**config.mk**
```make
export PLATFORM = sky130hd
export DESIGN_NAME = hazard_ctrl_flat
export DESIGN_NICKNAME = d
export VERILOG_FILES = /design/src/rtl/hazard_ctrl_if.sv /design/src/rtl/hazard_ctrl.sv /design/src/flat_wrapper.sv
export SDC_FILE = /design/constraint.sdc
export NUM_CORES = 1
export LEC_CHECK = 0
export CORE_UTILIZATION = 33
export CTS_BUF_LIST = sky130_fd_sc_hd__clkbuf_8
export DETAILED_ROUTE_END_ITERATION = 12
export HOLD_SLACK_MARGIN = 0.08
export PLACE_DENSITY_LB_ADDON = 0.2
export SYNTH_ARGS = -nofsm -noshare
export SYNTH_HDL_FRONTEND = slang
export SYNTH_SLANG_ARGS = --single-unit
export TNS_END_PERCENT = 20
```
**constraint.sdc**
```tcl
create_clock -name CLK -period 7.64 [get_ports CLK]
set_input_delay 2.292 -clock CLK [delete_from_list [all_inputs] [get_ports CLK]]
set_output_delay 2.292 -clock CLK [all_outputs]
set_load 0.005 [all_outputs]
```
**src/rtl/hazard_ctrl_if.sv**
```systemverilog
// Hazard controller bundle: pipeline register addresses and enables in,
// stall/flush/forward controls and watchdog/perf status out.
interface hazard_ctrl_if #(
    parameter int RA_W  = 5,
    parameter int CNT_W = 32
);
    logic [RA_W-1:0]  rs1D;
    logic [RA_W-1:0]  rs2D;
    logic [RA_W-1:0]  rs1E;
    logic [RA_W-1:0]  rs2E;
    logic [RA_W-1:0]  rdE;
    logic [RA_W-1:0]  rdM;
    logic [RA_W-1:0]  rdW;
    logic [1:0]       ResultSrcE;
    logic             PCSrcE;
    logic             regWriteM;
    logic             regWriteW;
    logic             memReqM;
    logic             dmem_ready;
    logic             stallF;
    logic             stallD;
    logic             stallE;
    logic             stallM;
    logic             flushD;
    logic             flushE;
    logic             flushW;
    logic [1:0]       forwardAE;
    logic [1:0]       forwardBE;
    logic             mem_timeout;
    logic [CNT_W-1:0] stall_cnt;
    logic [CNT_W-1:0] flush_cnt;

    modport master (
        output rs1D, rs2D, rs1E, rs2E, rdE, rdM, rdW,
        output ResultSrcE, PCSrcE, regWriteM, regWriteW,
        output memReqM, dmem_ready,
        input  stallF, stallD, stallE, stallM,
        input  flushD, flushE, flushW,
        input  forwardAE, forwardBE,
        input  mem_timeout, stall_cnt, flush_cnt
    );

    modport slave (
        input  rs1D, rs2D, rs1E, rs2E, rdE, rdM, rdW,
        input  ResultSrcE, PCSrcE, regWriteM, regWriteW,
        input  memReqM, dmem_ready,
        output stallF, stallD, stallE, stallM,
        output flushD, flushE, flushW,
        output forwardAE, forwardBE,
        output mem_timeout, stall_cnt, flush_cnt
    );
endinterface

```
**src/rtl/hazard_ctrl.sv**
```systemverilog
// 5-stage pipeline hazard controller: forwarding, load-use and branch
// hazards, data-memory wait sequencing with watchdog, perf counters.
module hazard_ctrl #(
    parameter int RA_W     = 5,
    parameter int MAX_WAIT = 16,
    parameter int CNT_W    = 32
) (
    input logic        CLK,
    input logic        reset,
    hazard_ctrl_if.slave hz
);
    localparam int WC_W = $clog2(MAX_WAIT + 1);
    localparam logic [RA_W-1:0]  R0   = '0;
    localparam logic [CNT_W-1:0] CMAX = '1;
    localparam logic [WC_W-1:0]  WMAX = WC_W'(MAX_WAIT);

    typedef enum logic {RUN, WAIT} state_t;

    state_t           state, state_n;
    logic [WC_W-1:0]  wait_cnt, wait_n;
    logic             tmo_q, tmo_set;
    logic [CNT_W-1:0] stall_q, flush_q;
    logic             mem_busy, rel, mem_stall, lw_stall;

    assign mem_busy  = hz.memReqM & ~hz.dmem_ready;
    assign rel       = (state == WAIT) && (wait_cnt == WMAX);
    assign mem_stall = mem_busy & ~rel;
    assign lw_stall  = (hz.ResultSrcE == 2'b01) && (hz.rdE != R0) &&
                       ((hz.rdE == hz.rs1D) || (hz.rdE == hz.rs2D));

    always_ff @(posedge CLK) begin
        if (reset) begin
            state    <= RUN;
            wait_cnt <= '0;
            tmo_q    <= 1'b0;
        end else begin
            state    <= state_n;
            wait_cnt <= wait_n;
            if (tmo_set) tmo_q <= 1'b1;
        end
    end

    always_comb begin
        state_n = state;
        wait_n  = wait_cnt;
        tmo_set = 1'b0;
        unique case (state)
            RUN: begin
                if (mem_busy) begin
                    state_n = WAIT;
                    wait_n  = WC_W'(1);
                end
            end
            WAIT: begin
                if (hz.dmem_ready || !hz.memReqM) begin
                    state_n = RUN;
                    wait_n  = '0;
                end else if (rel) begin
                    state_n = RUN;
                    wait_n  = '0;
                    tmo_set = 1'b1;
                end else begin
                    wait_n = wait_cnt + WC_W'(1);
                end
            end
            default: begin
                state_n = RUN;
                wait_n  = '0;
            end
        endcase
    end

    always_comb begin
        hz.stallF    = 1'b0;
        hz.stallD    = 1'b0;
        hz.stallE    = 1'b0;
        hz.stallM    = 1'b0;
        hz.flushD    = 1'b0;
        hz.flushE    = 1'b0;
        hz.flushW    = 1'b0;
        hz.forwardAE = 2'b00;
        hz.forwardBE = 2'b00;
        if (!reset) begin
            if (hz.regWriteM && hz.rdM != R0 && hz.rdM == hz.rs1E)
                hz.forwardAE = 2'b10;
            else if (hz.regWriteW && hz.rdW != R0 && hz.rdW == hz.rs1E)
                hz.forwardAE = 2'b01;
            if (hz.regWriteM && hz.rdM != R0 && hz.rdM == hz.rs2E)
                hz.forwardBE = 2'b10;
            else if (hz.regWriteW && hz.rdW != R0 && hz.rdW == hz.rs2E)
                hz.forwardBE = 2'b01;
        end
        // Overlapping conditions: first true item wins.
        priority case (1'b1)
            reset: begin
                hz.flushD = 1'b1;
                hz.flushE = 1'b1;
                hz.flushW = 1'b1;
            end
            mem_stall: begin
                hz.stallF = 1'b1;
                hz.stallD = 1'b1;
                hz.stallE = 1'b1;
                hz.stallM = 1'b1;
                hz.flushW = 1'b1;
            end
            hz.PCSrcE: begin
                hz.flushD = 1'b1;
                hz.flushE = 1'b1;
            end
            lw_stall: begin
                hz.stallF = 1'b1;
                hz.stallD = 1'b1;
                hz.flushE = 1'b1;
            end
            default: ;
        endcase
    end

    always_ff @(posedge CLK) begin
        if (reset) begin
            stall_q <= '0;
            flush_q <= '0;
        end else begin
            if (hz.stallF && stall_q != CMAX) stall_q <= stall_q + CNT_W'(1);
            if (hz.flushE && flush_q != CMAX) flush_q <= flush_q + CNT_W'(1);
        end
    end

    assign hz.mem_timeout = tmo_q;
    assign hz.stall_cnt   = stall_q;
    assign hz.flush_cnt   = flush_q;
endmodule

```
**src/flat_wrapper.sv**
```systemverilog
// flat-port wrapper written by rule: the top's interface ports become plain ports
module hazard_ctrl_flat 
#(
    parameter int RA_W     = 5,
    parameter int MAX_WAIT = 16,
    parameter int CNT_W    = 32
)
  (CLK, reset, hz_rs1D, hz_rs2D, hz_rs1E, hz_rs2E, hz_rdE, hz_rdM, hz_rdW, hz_ResultSrcE, hz_PCSrcE, hz_regWriteM, hz_regWriteW, hz_memReqM, hz_dmem_ready, hz_stallF, hz_stallD, hz_stallE, hz_stallM, hz_flushD, hz_flushE, hz_flushW, hz_forwardAE, hz_forwardBE, hz_mem_timeout, hz_stall_cnt, hz_flush_cnt);
  hazard_ctrl_if #(.RA_W(RA_W), .CNT_W(CNT_W)) hz_i ();
  input logic CLK;
  input logic reset;
  input wire logic [$bits(hz_i.rs1D)-1:0] hz_rs1D;
  input wire logic [$bits(hz_i.rs2D)-1:0] hz_rs2D;
  input wire logic [$bits(hz_i.rs1E)-1:0] hz_rs1E;
  input wire logic [$bits(hz_i.rs2E)-1:0] hz_rs2E;
  input wire logic [$bits(hz_i.rdE)-1:0] hz_rdE;
  input wire logic [$bits(hz_i.rdM)-1:0] hz_rdM;
  input wire logic [$bits(hz_i.rdW)-1:0] hz_rdW;
  input wire logic [$bits(hz_i.ResultSrcE)-1:0] hz_ResultSrcE;
  input wire logic [$bits(hz_i.PCSrcE)-1:0] hz_PCSrcE;
  input wire logic [$bits(hz_i.regWriteM)-1:0] hz_regWriteM;
  input wire logic [$bits(hz_i.regWriteW)-1:0] hz_regWriteW;
  input wire logic [$bits(hz_i.memReqM)-1:0] hz_memReqM;
  input wire logic [$bits(hz_i.dmem_ready)-1:0] hz_dmem_ready;
  output wire logic [$bits(hz_i.stallF)-1:0] hz_stallF;
  output wire logic [$bits(hz_i.stallD)-1:0] hz_stallD;
  output wire logic [$bits(hz_i.stallE)-1:0] hz_stallE;
  output wire logic [$bits(hz_i.stallM)-1:0] hz_stallM;
  output wire logic [$bits(hz_i.flushD)-1:0] hz_flushD;
  output wire logic [$bits(hz_i.flushE)-1:0] hz_flushE;
  output wire logic [$bits(hz_i.flushW)-1:0] hz_flushW;
  output wire logic [$bits(hz_i.forwardAE)-1:0] hz_forwardAE;
  output wire logic [$bits(hz_i.forwardBE)-1:0] hz_forwardBE;
  output wire logic [$bits(hz_i.mem_timeout)-1:0] hz_mem_timeout;
  output wire logic [$bits(hz_i.stall_cnt)-1:0] hz_stall_cnt;
  output wire logic [$bits(hz_i.flush_cnt)-1:0] hz_flush_cnt;
  assign hz_i.rs1D = hz_rs1D;
  assign hz_i.rs2D = hz_rs2D;
  assign hz_i.rs1E = hz_rs1E;
  assign hz_i.rs2E = hz_rs2E;
  assign hz_i.rdE = hz_rdE;
  assign hz_i.rdM = hz_rdM;
  assign hz_i.rdW = hz_rdW;
  assign hz_i.ResultSrcE = hz_ResultSrcE;
  assign hz_i.PCSrcE = hz_PCSrcE;
  assign hz_i.regWriteM = hz_regWriteM;
  assign hz_i.regWriteW = hz_regWriteW;
  assign hz_i.memReqM = hz_memReqM;
  assign hz_i.dmem_ready = hz_dmem_ready;
  assign hz_stallF = hz_i.stallF;
  assign hz_stallD = hz_i.stallD;
  assign hz_stallE = hz_i.stallE;
  assign hz_stallM = hz_i.stallM;
  assign hz_flushD = hz_i.flushD;
  assign hz_flushE = hz_i.flushE;
  assign hz_flushW = hz_i.flushW;
  assign hz_forwardAE = hz_i.forwardAE;
  assign hz_forwardBE = hz_i.forwardBE;
  assign hz_mem_timeout = hz_i.mem_timeout;
  assign hz_stall_cnt = hz_i.stall_cnt;
  assign hz_flush_cnt = hz_i.flush_cnt;
  hazard_ctrl #(.RA_W(RA_W), .MAX_WAIT(MAX_WAIT), .CNT_W(CNT_W)) u_core (.CLK(CLK), .reset(reset), .hz(hz_i));
endmodule
```
# After elaboration in Yosys (flattened, before gate mapping)
# Cells that the tools add are included.
totals:
  ff_bits: 71
op_classes:
  eq_ne: 11
  n_reduce_logical: 17
  bitwise: 5
  addsub: 3
  mux: 30
ops:
  columns: ["operator", "count"]
  rows:
  - ["$add A32 B1 Y32 const B", 2]
  - ["$ne A32 B32 Y1 const B", 2]
  - ["$eq A5 B5 Y1", 6]
  - ["$mux W1", 21]
  - ["$mux W5", 3]
  - ["$reduce_bool A5 Y1", 3]
  - ["$logic_and A1 B1 Y1", 11]
  - ["$pmux W5 S2", 1]
  - ["$mux W2", 4]
  - ["$add A5 B1 Y5 const B", 1]
  - ["$eq A5 B5 Y1 const B", 1]
  - ["$not A1 Y1", 3]
  - ["$and A1 B1 Y1", 2]
  - ["$eq A2 B1 Y1 const B", 1]
  - ["$logic_or A1 B1 Y1", 2]
  - ["$ne A2 B1 Y1 const B", 1]
  - ["$pmux W1 S2", 1]
  - ["$logic_not A1 Y1", 1]

# Depth between registers and ports, before layout
logic_depth:
  ltp_word: 8
  depth_mapped: 10

# Worst setup path after synthesis
# OpenSTA, ideal clock, no wires.
synth_path:
  path_type: "input to output"
  startpoint: "input hz_rdE[0]"
  endpoint: "output hz_stallF"
  t_arrival_ps: 3790
  path_stages: 7
  setup_slack_ps: 1558
  n_path_buf: 2
  cell_sequence: "or4_1 -> o21ai_0 -> nor3_1 -> a21oi_2 -> buf_2 -> inv_1 -> buf_4"
synth_between:
  elab_chain_len: 7
  word_cells_on_any_way: 10
synth_rtl:
  columns: ["item", "line_no", "source"]
  rows:
  - ["from (decl)", "flat_wrapper.sv:16", "input wire logic [$bits(hz_i.rdE)-1:0] hz_rdE;"]
  - ["$eq A5 B5 Y1 or $reduce_bool A5 Y1 (tied branches)", "hazard_ctrl.sv:29, hazard_ctrl.sv:28", null]
  - ["$logic_or A1 B1 Y1 or $logic_and A1 B1 Y1 (tied branches)", "hazard_ctrl.sv:29, hazard_ctrl.sv:28", null]
  - ["$logic_and A1 B1 Y1 (*)", "hazard_ctrl.sv:28", "assign lw_stall = (hz.ResultSrcE == 2'b01) && (hz.rdE != R0) &&"]
  - ["$mux W1 (*) (4 in series)", null, null]
  - ["to (decl)", "flat_wrapper.sv:25", "output wire logic [$bits(hz_i.stallF)-1:0] hz_stallF;"]
# Every way passes the cells marked *; elsewhere a longest branch is shown, timed or not.

# Final worst setup path
layout_path:
  startpoint: "input hz_rdM[0]"
  endpoint: "output hz_forwardAE[0]"
layout_between:
  elab_chain_len: 5
  word_cells_on_any_way: 6
layout_rtl:
  columns: ["item", "line_no", "source"]
  rows:
  - ["from (decl)", "flat_wrapper.sv:17", "input wire logic [$bits(hz_i.rdM)-1:0] hz_rdM;"]
  - ["$reduce_bool A5 Y1", "hazard_ctrl.sv:84", "if (hz.regWriteM && hz.rdM != R0 && hz.rdM == hz.rs1E)"]
  - ["$logic_and A1 B1 Y1", "hazard_ctrl.sv:84", null]
  - ["$logic_and A1 B1 Y1 (*)", "hazard_ctrl.sv:84", null]
  - ["$mux W2 (*)", "hazard_ctrl.sv:84", null]
  - ["$mux W2 (*)", "hazard_ctrl.sv:83", "if (!reset) begin"]
  - ["to (decl)", "flat_wrapper.sv:32", "output wire logic [$bits(hz_i.forwardAE)-1:0] hz_forwardAE;"]
# Marks and branches as above.

==> results.txt <==
- The flow ran to the end, and the final reports show no timing, DRC or antenna violations.
- Hold slack: 0.4909 ns
- Hold bufs inserted after CTS: 0
* Biggest area consumer among synthesized cells: sky130_fd_sc_hd__dfxtp_1
* Bufs on Longest Clock Path: 2
- The layout has 1117 filler cells.
- CTS Buf Count: 9
* Total placed cells including tap cells: 731
- Placed wire-length estimate after detailed placement: 7.841 mm
* Final period util: 0.9016
- The number of gates resized after CTS was 0.
- The completed layout was analyzed and its total power is 0.8259 mW.
* Capturing element type of the critical path: primary output
- The critical path is of the input pin to primary output type.
- TritonCTS built the clock tree.
- Final Worst Setup Slack: 0.7521 ns
- Buffers inserted by post-CTS timing repair: 0
* DRT Wirelength: 10.47 mm
- Most frequently used flop master after synthesis: sky130_fd_sc_hd__dfxtp_1
* Core region area: 11470 um2
- CTS saw 71 sinks.
- Horiz. Die Dim: 110.7 um
- Number of nets in the layout: 647
- Largest fanout of any net on the critical path: 3
- For this run the aggregate overflow at the end of global routing stands at 0.
* Sum of negative setup slack: 0 ns
- The die is 110.7 um tall.
- Yosys mapped a number of flops with a built-in enable equal to 0.
* Std cell rows: 39
* Filler-free cell count of the finished design: 747
- Averaged over all synthesized cells, the footprint is 8.044 um2.
- Routability-driven placement finished with a final weighted congestion of 0.9781.
- When the netlist entered floorplanning its net count stood at 533.
- Async S/R FF share, synth: 0
* Largest net degree at the start of global routing: 50
- In the synthesized netlist, the number of instances is 485.
- Number of optimization iterations in the first detailed-route pass: 4
- Global-route wire length before repair: 17.47 mm
* Number of antenna violations at the first check in global routing: 0
* Area growth from synthesis to layout: 39.29%
* Most area-consuming cells after synthesis: sky130_fd_sc_hd__dfxtp_1 (36%), sky130_fd_sc_hd__xnor2_1 (15%), sky130_fd_sc_hd__nor2_1 (6.0%), sky130_fd_sc_hd__nand3_1 (4.6%), sky130_fd_sc_hd__nor4_1 (3.7%)
- In this run the worst hold path is classified as flip-flop to flip-flop.
- Initial standard-cell utilization of the core: 0.3402
- The worst setup path is launched from an input pin.
- Number of nets with antenna violations after detailed routing: 0
- Yosys warning total: 0
- Portion of the post-synthesis area used by sequential elements: 0.3643
* LEAKAGE: 1.686 nW
* Final-report max-slew violation count: 0
- Setup violations remaining at the end of the flow were counted as 0.
- In the final routed layout, each cell accounts on average for 14.02 um.
- Worst setup slack before clock tree synthesis: 0.7793 ns
- At the pin with the least slew margin, the transition time is 1.076 ns.
- On the final layout, the worst clock skew is 0.01294 ns.
- Worst-case vdd ir drop: 0.07096 mV
- Across every metal layer, demand over resource in global routing totals 0.1746.
- Number of primary I/O pins: 120
* Count of H-tree levels built during CTS: 3
* Crit path arrival time: 4.60 ns
- After clock tree synthesis, the clock-pin slew on the worst setup and hold paths is 0.08 ns.
- In this run the clock root is driven by a sky130_fd_sc_hd__clkbuf_8.
* Power per standard cell area: 152.0 nW/um2
- Summing over every cut layer, the via total after detailed routing is 3804.
- In this run the tightest slew margin relative to its limit is 0.2806.
- The synthesized design contains 71 register bits.
* Setup repair after global routing missed its margin: no
* Remaining DRCs: 0
- The share of synthesized area in the top cell type comes to 0.3643.
- STA puts the critical path data required time at 5.35 ns.
- The tool flagged a number of max-cap violations equal to 0.
* Fraction of final layout cells with drive strength greater than 1: 0.04801
* Post-DR vias/cell: 5.092
- The final number of hold-violating endpoints is 0.
- Overall die area: 12260 um2
- In this run the cell area of the synthesized design comes to 3901 um2.
* Distinct cell type count of the synthesized netlist: 44
- 0 antenna diodes ended up in the layout.
- Number of global-route vias before repair: 3698
* Top achievable clock speed: 145.2 MHz
- Counting I/O delays and the setup requirement, the final critical path takes 6.888 ns.
- Initial DRC Count: 172
- The later pin in the worst-skew pair is clocked with a latency of 0.35 ns.
- I/O Buffers: 119
-- synthesized netlist by cell type (2+ instances only) --
cell type / number
sky130_fd_sc_hd__dfxtp_1: 71
sky130_fd_sc_hd__xnor2_1: 67
sky130_fd_sc_hd__nor2_1: 62
sky130_fd_sc_hd__nand2_1: 37
sky130_fd_sc_hd__nand3_1: 36
sky130_fd_sc_hd__nor3_1: 26
sky130_fd_sc_hd__nor4_1: 23
sky130_fd_sc_hd__a21oi_1: 21
sky130_fd_sc_hd__nand4_1: 18
sky130_fd_sc_hd__o21ai_0: 15
sky130_fd_sc_hd__or3_1: 13
sky130_fd_sc_hd__and3_1: 10
sky130_fd_sc_hd__clkbuf_1: 10
sky130_fd_sc_hd__inv_1: 10
sky130_fd_sc_hd__xor2_1: 10
sky130_fd_sc_hd__buf_2: 6
sky130_fd_sc_hd__or4_1: 5
sky130_fd_sc_hd__and2_1: 4
sky130_fd_sc_hd__and4_1: 4
sky130_fd_sc_hd__ha_1: 4
sky130_fd_sc_hd__nor2b_1: 4
sky130_fd_sc_hd__a21o_1: 2
sky130_fd_sc_hd__buf_4: 2
sky130_fd_sc_hd__mux2i_1: 2
sky130_fd_sc_hd__nand2b_1: 2
sky130_fd_sc_hd__nor3_2: 2
sky130_fd_sc_hd__nor3b_1: 2
-- path summary, 6_finish.rpt --
| kind | end | slack (ns) | depth (start not counted) | start |
|---|---|---|---|---|
| worst max-delay path | hz_forwardAE[0] | 0.75 | 6 | hz_rdM[0] |
| worst min-delay path | u_core.hz.mem_timeout$_SDFFE_PP0P_ | 0.49 | 2 | u_core.hz.mem_timeout$_SDFFE_PP0P_ |
| worst max register to register | u_core.hz.flush_cnt[27]$_SDFFE_PP0P_ | 4.84 | 7 | u_core.hz.flush_cnt[19]$_SDFFE_PP0P_ |
| worst min register to register | u_core.hz.mem_timeout$_SDFFE_PP0P_ | 0.49 | 2 | u_core.hz.mem_timeout$_SDFFE_PP0P_ |
-- flip-flops by register name, indices dropped and copies added, names as in the netlist --
register               count
u_core.hz.stall_cnt       32
u_core.hz.flush_cnt       32
u_core.state               1
u_core.hz.mem_timeout      1
u_core.wait_cnt            5
-- power breakdown --
group | switching [mW] | internal (mW) | total (mW) | leakage (nW)
Clock | 0.141 | 0.223 | 0.364 | 0.130
Sequential | 0.00454 | 0.373 | 0.377 | 0.573
Combinational | 0.0398 | 0.0450 | 0.0849 | 0.983
-- critical path: stages --
cell and delay, ns:
sky130_fd_sc_hd__clkdlybuf4s50_1 0.47, sky130_fd_sc_hd__or4_1 0.54, sky130_fd_sc_hd__o21ai_0 0.30, sky130_fd_sc_hd__nor3_1 0.10
sky130_fd_sc_hd__nor4_1 0.33, sky130_fd_sc_hd__clkdlybuf4s50_1 0.57
-- cell usage in the layout, fill, tap and decap left out, drive strengths merged, types with 2 or more instances in the layout --
cell type / netlist / layout
nand3: 36 / 36
and4: 4 / 4
nor4: 24 / 24
inv: 11 / 14
nor3b: 2 / 2
bufinv: 0 / 3
mux2i: 2 / 2
nand2: 37 / 37
buf: 9 / 4
clkbuf: 10 / 10
o21ai: 15 / 15
and3: 10 / 10
dfxtp: 71 / 71
nand4: 19 / 19
nand2b: 2 / 2
a21oi: 22 / 22
clkdlybuf4s50: 0 / 118
nor2b: 4 / 4
nor3: 28 / 28
xnor2: 67 / 67
or2: 2 / 2
a21o: 2 / 2
and2: 4 / 4
or4: 5 / 5
nor2: 62 / 62
ha: 4 / 4
xor2: 10 / 10
a211oi: 2 / 2
or3: 13 / 13
-- routing by layer --
layer / vias up / share of wire / track usage
met5: - / 0 / 0
met4: 0 / 0.017 / 0.06933
met3: 14 / 0.063 / 0.05796
met2: 113 / 0.48 / 0.2998
met1: 1741 / 0.44 / 0.1988
li1: 1936 / - / -
-- kinds of logic (layout without fill, tap and decap cells) --
kind of cell	Yosys count	after routing	share of synthesized area
XOR/XNOR	77	77	0.1729
buffers and inverters	30	149	0.03464
adder cells (fa/ha/maj)	4	4	0.01283
flip-flops	71	71	0.3643
AND/OR/NAND/NOR	254	254	0.3367
AO/OA/AOI/OAI	46	46	0.07056
multiplexers	3	3	0.008018
-- metrics by stage --
stage	cell area, um2	utilization
2_1_floorplan	3901	-
3_3_place_gp	5195	0.4530
3_5_place_dp	5195	0.4530
4_1_cts	5434	0.4739
5_1_grt	5434	0.4739
6_report	5434	0.4739
-- cell type report --
class	count	area, um2	share of cell area
sequential	71	1421	0.2616
clock inverter	6	101.3	0.01865
clock buffer	10	137.6	0.02533
multi-input combinational	384	2345	0.4315
tap	143	178.9	0.03293
inverter	11	41.29	0.007598
timing repair buffer	122	1209	0.2224
Power figures use the tool's default switching activity.
